===== src/rtl/gpr_file.sv =====
// gpr_file: parametrised register file with two registered, write-bypassed read ports
// and a per-register busy scoreboard for read-after-write hazard detection.
module gpr_file #(
  parameter int WIDTH   = 16,
  parameter int ADDR_W  = 3,
  parameter int ZERO_R0 = 0
) (
  input  logic                  clk,
  input  logic                  reset,
  input  logic                  wr_en,
  input  logic [ADDR_W-1:0]     wr_addr,
  input  logic [WIDTH-1:0]      wr_data,
  input  logic                  rd_en_a,
  input  logic [ADDR_W-1:0]     rd_addr_a,
  output logic [WIDTH-1:0]      rd_data_a,
  output logic                  rd_valid_a,
  output logic                  rd_busy_a,
  input  logic                  rd_en_b,
  input  logic [ADDR_W-1:0]     rd_addr_b,
  output logic [WIDTH-1:0]      rd_data_b,
  output logic                  rd_valid_b,
  output logic                  rd_busy_b,
  input  logic                  rsv_en,
  input  logic [ADDR_W-1:0]     rsv_addr,
  output logic [2**ADDR_W-1:0]  busy
);
  localparam int DEPTH = 2**ADDR_W;
  logic [WIDTH-1:0] r_regs [DEPTH];
  logic [DEPTH-1:0] r_busy;
  logic [DEPTH-1:0] w_busy_nxt;
  logic             w_wr_ok, w_rsv_ok, w_hit_a, w_hit_b;
  logic [WIDTH-1:0] w_rd_a, w_rd_b;
  // With ZERO_R0 set, register 0 never takes a write, so it reads as 0 even on bypass.
  assign w_wr_ok  = wr_en && !(ZERO_R0 != 0 && wr_addr == '0);
  assign w_rsv_ok = rsv_en && !(ZERO_R0 != 0 && rsv_addr == '0);
  assign w_hit_a  = wr_en && wr_addr == rd_addr_a;
  assign w_hit_b  = wr_en && wr_addr == rd_addr_b;
  assign w_rd_a   = (w_wr_ok && w_hit_a) ? wr_data : r_regs[rd_addr_a];
  assign w_rd_b   = (w_wr_ok && w_hit_b) ? wr_data : r_regs[rd_addr_b];
  assign busy     = r_busy;
  // Reservation is applied after the clear so a same-address reserve wins.
  always_comb begin
    w_busy_nxt = r_busy;
    if (wr_en) w_busy_nxt[wr_addr] = 1'b0;
    if (w_rsv_ok) w_busy_nxt[rsv_addr] = 1'b1;
  end
  always_ff @(posedge clk) begin
    if (!reset) begin
      for (int i = 0; i < DEPTH; i++) r_regs[i] <= '0;
      r_busy     <= '0;
      rd_data_a  <= '0;
      rd_valid_a <= 1'b0;
      rd_busy_a  <= 1'b0;
      rd_data_b  <= '0;
      rd_valid_b <= 1'b0;
      rd_busy_b  <= 1'b0;
    end else begin
      if (w_wr_ok) r_regs[wr_addr] <= wr_data;
      r_busy     <= w_busy_nxt;
      rd_valid_a <= rd_en_a;
      rd_valid_b <= rd_en_b;
      if (rd_en_a) begin
        rd_data_a <= w_rd_a;
        rd_busy_a <= r_busy[rd_addr_a] && !w_hit_a;
      end
      if (rd_en_b) begin
        rd_data_b <= w_rd_b;
        rd_busy_b <= r_busy[rd_addr_b] && !w_hit_b;
      end
    end
  end
endmodule

===== config.mk =====
export PLATFORM = sky130hd
export DESIGN_NAME = gpr_file
export DESIGN_NICKNAME = d
export VERILOG_FILES = /design/src/rtl/gpr_file.sv
export SDC_FILE = /design/constraint.sdc
export NUM_CORES = 1
export LEC_CHECK = 0
export ABC_AREA = 1
export CORE_MARGIN = 2
export CORE_UTILIZATION = 55
export DETAILED_ROUTE_END_ITERATION = 8
export PLACE_DENSITY = 0.76
export SETUP_SLACK_MARGIN = 0.05
export SLEW_MARGIN = 10
export SYNTH_ARGS = -nofsm -noshare
export SYNTH_HDL_FRONTEND = slang
export SYNTH_SLANG_ARGS = --single-unit

===== constraint.sdc =====
create_clock -name clk -period 6.1 [get_ports clk]
set_clock_uncertainty 0.05 [all_clocks]
set_input_delay 1.22 -clock clk [delete_from_list [all_inputs] [get_ports clk]]
set_output_delay 1.22 -clock clk [all_outputs]
set_load 0.03 [all_outputs]

==> summary.txt <==
Run status
  – Status: finished, final reports clean

Finish
  – Syn-to-layout area delta: 14.8%
  – Commonest non-fill, non-tap cell in the layout: nand2_1
  – Most frequent cells in the layout: nand2_1, nand3_1, nor2_1, edfxtp_1, clkdlybuf4s50_1
  – Ratio of cells with drive above 1 in the final layout: 8.40%
  – Final nets: 1200
  – ANT cells: 0
  – Final instance area: 0.0105 mm^2

STA
  – Slew @ Worst Pin: 1.00 ns
  – Final setup fails: 0
  – RSZ-0062 raised after global routing: no
  – Final min period: 3.89 ns
  – Achievable frequency: 257 MHz
  – Worst Slack Setup Final: 2.21 ns
  – Slew HR: 32.9%
  – Fin. max-slew vios: 0
  – Final critical-path share of the clock period: 63.7%
  – Post-Route Setup TNS: 0 ns
  – Final Hold Viols: 0

Worst setup path
  – Critical path class: input pin to flip-flop
  – CP Launch Type: input pin
  – CP arrival: 3.91 ns
  – Worst flop-to-flop path startpoint: r_regs[0][14]
  – Critical Path RT: 6.12 ns
  – Setup crit end kind: flip-flop
  – Crit Path Max Fanout: 33
  – Setup crit start: reset

Die
  – DIE AREA: 0.0176 mm^2
  – Row count: 47
  – Die Wd: 133 um
  – Initial Util: 55.6%
  – Die Y: 133 um
  – Core Region: 0.0164 mm^2
  – I/O pin total: 78

Clocking
  – Resize count post-CTS: 0
  – Worst-path clk slew: 0.06 ns
  – CTS H-tree lvls: 4
  – Clock latency on the worst-skew pair: 0.45 ns
  – Clock sink count: 172
  – CTS max path bufs: 2
  – Root Buffer: clkbuf_16
  – TritonCTS clock tree: yes
  – Hold_buf cts: 0
  – CTS buffer count: 17
  – Post-CTS setup buffers: 0

Routing
  – Via count: 8827
  – DRT iter0 DRCs: 1521
  – DRC: 0
  – Number of vias per cell: 6.31
  – Number of routed nets with antenna violations: 0
  – WL/cell: 21.5 um
  – DRT Pass-1 Iters: 6
  – Final Routed Wirelength: 30100 um

Placement
  – HPWL reported at the end of detailed placement: 18300 um
  – Gp weighted congestion: 0.926
  – # port buffers: 77
  – Cell Area, Placed: 0.00990 mm^2
  – Dpl ws: 1.84 ns

Synthesis
  – Synthesized net count: 1169
  – Synth unique cells: 27
  – Post-Syn Area: 0.00913 mm^2
  – Synth Area per Inst: 8.04 um^2
  – Post-Syn Instances: 1135
  – Ys async rst share: 0%
  – Number of synthesized flops with an enable pin: 128
  – Seq/Total Area, Yosys: 51.8%
  – #FFs+latches synth: 172
  – Top FF cell, synth: edfxtp_1
  – YS warnings: 0

Global routing
  – Vias in the first global route: 8213
  – GRT Overall Usage: 35.1%
  – First-pass GRT wire length: 46700 um
  – Pin count of the biggest net entering global routing: 73
  – Grt total ovfl: 0
  – Initial antenna violation count: 0

Flow run
  – Max_cap viols: 0

Hold path
  – Hold Path Class: flip-flop to flip-flop
  – Hold path start: rd_data_a[1]

Pwr
  – Worst IR Drop VDD: 0.000209 V
  – Tot Pwr: 0.00291 W
  – Pwr Density: 278 mW/mm^2
  – Leakage: 4.12 nW
[cell usage after synthesis, types with 16 or more instances]
| cell type | instances | area share (%) |
|---|---|---|
| nand2_1 | 336 | 14 |
| nand3_1 | 251 | 14 |
| nor2_1 | 133 | 5.5 |
| edfxtp_1 | 128 | 42 |
| dfxtp_1 | 44 | 9.7 |
| buf_2 | 29 | 1.6 |
| a21oi_1 | 28 | 1.5 |
| clkbuf_1 | 27 | 1.1 |
| clkinv_1 | 24 | 0.99 |
| nand3_2 | 20 | 2.2 |
| nand4_1 | 17 | 1.2 |
| buf_1 | 16 | 0.66 |
[cell families after synthesis]
logic type                Yosys count  synth area share, %
and+or+nand+nor                   776                 38.1
buffers and inverters             124                 5.83
xor gates and xnor gates            2                0.356
DFF                               172                 51.8
AOI/OAI and AO/OA                  61                 3.92
[per-layer routing]
layer	up-vias	share of wire [%]	global-route usage [%]
met2	714	44	53.0
met3	136	14	10.6
met1	4081	37	46.2
met5	-	0	0
met4	0	4.8	17.7
li1	3896	-	-
[sequential cells by signal, summed over array words and instances (netlist names)]
name	flops
rd_valid_b	1
r_regs	128
rd_data_b	16
rd_valid_a	1
busy	8
rd_data_a	16
rd_busy_a	1
rd_busy_b	1
[per-stage QoR]
step / instances / util [%] / hold slack (ns)
6_report: 1399 / 63.8 / 0.414
5_1_grt: 1399 / 63.8 / 0.434
4_1_cts: 1399 / 63.8 / 0.416
3_5_place_dp: 1367 / 60.3 / 0.406
3_3_place_gp: 1367 / 60.3 / 0.403
2_1_floorplan: 1135 / - / 0.541
[worst max-delay path, stage by stage]
cell             delay, ns
clkdlybuf4s50_1       0.46
buf_4                 0.37
nand2_2               0.22
nor3_1                0.23
clkinv_1              0.52
nand2_1               0.88
[report_power, final]
part	switching [W]	leakage (nW)	internal, W	total [W]
clock network	0.000478	0.288	0.000597	0.00107
registers	0.0000456	1.59	0.00133	0.00138
logic	0.000317	2.25	0.000143	0.000460
[final timing paths]
check | endpoint | slack [ns] | depth (start not counted)
min reg2reg | rd_data_a[1] | 0.41 | 2
max | r_regs[7][4] | 2.21 | 6
min | rd_data_a[1] | 0.41 | 2
max reg2reg | rd_data_a[14] | 4.76 | 6
[final cells by class]
| cell class | count | area, um^2 |
|---|---|---|
| multi-input combinational | 839 | 3870 |
| timing repair buffer | 89 | 851 |
| inverter | 47 | 176 |
| clock inverter | 12 | 109 |
| fill | 1363 | 5940 |
| sequential | 172 | 4720 |
| tap | 220 | 275 |
| clock buffer | 20 | 467 |
Note: power is estimated with default switching activity, not from simulation.
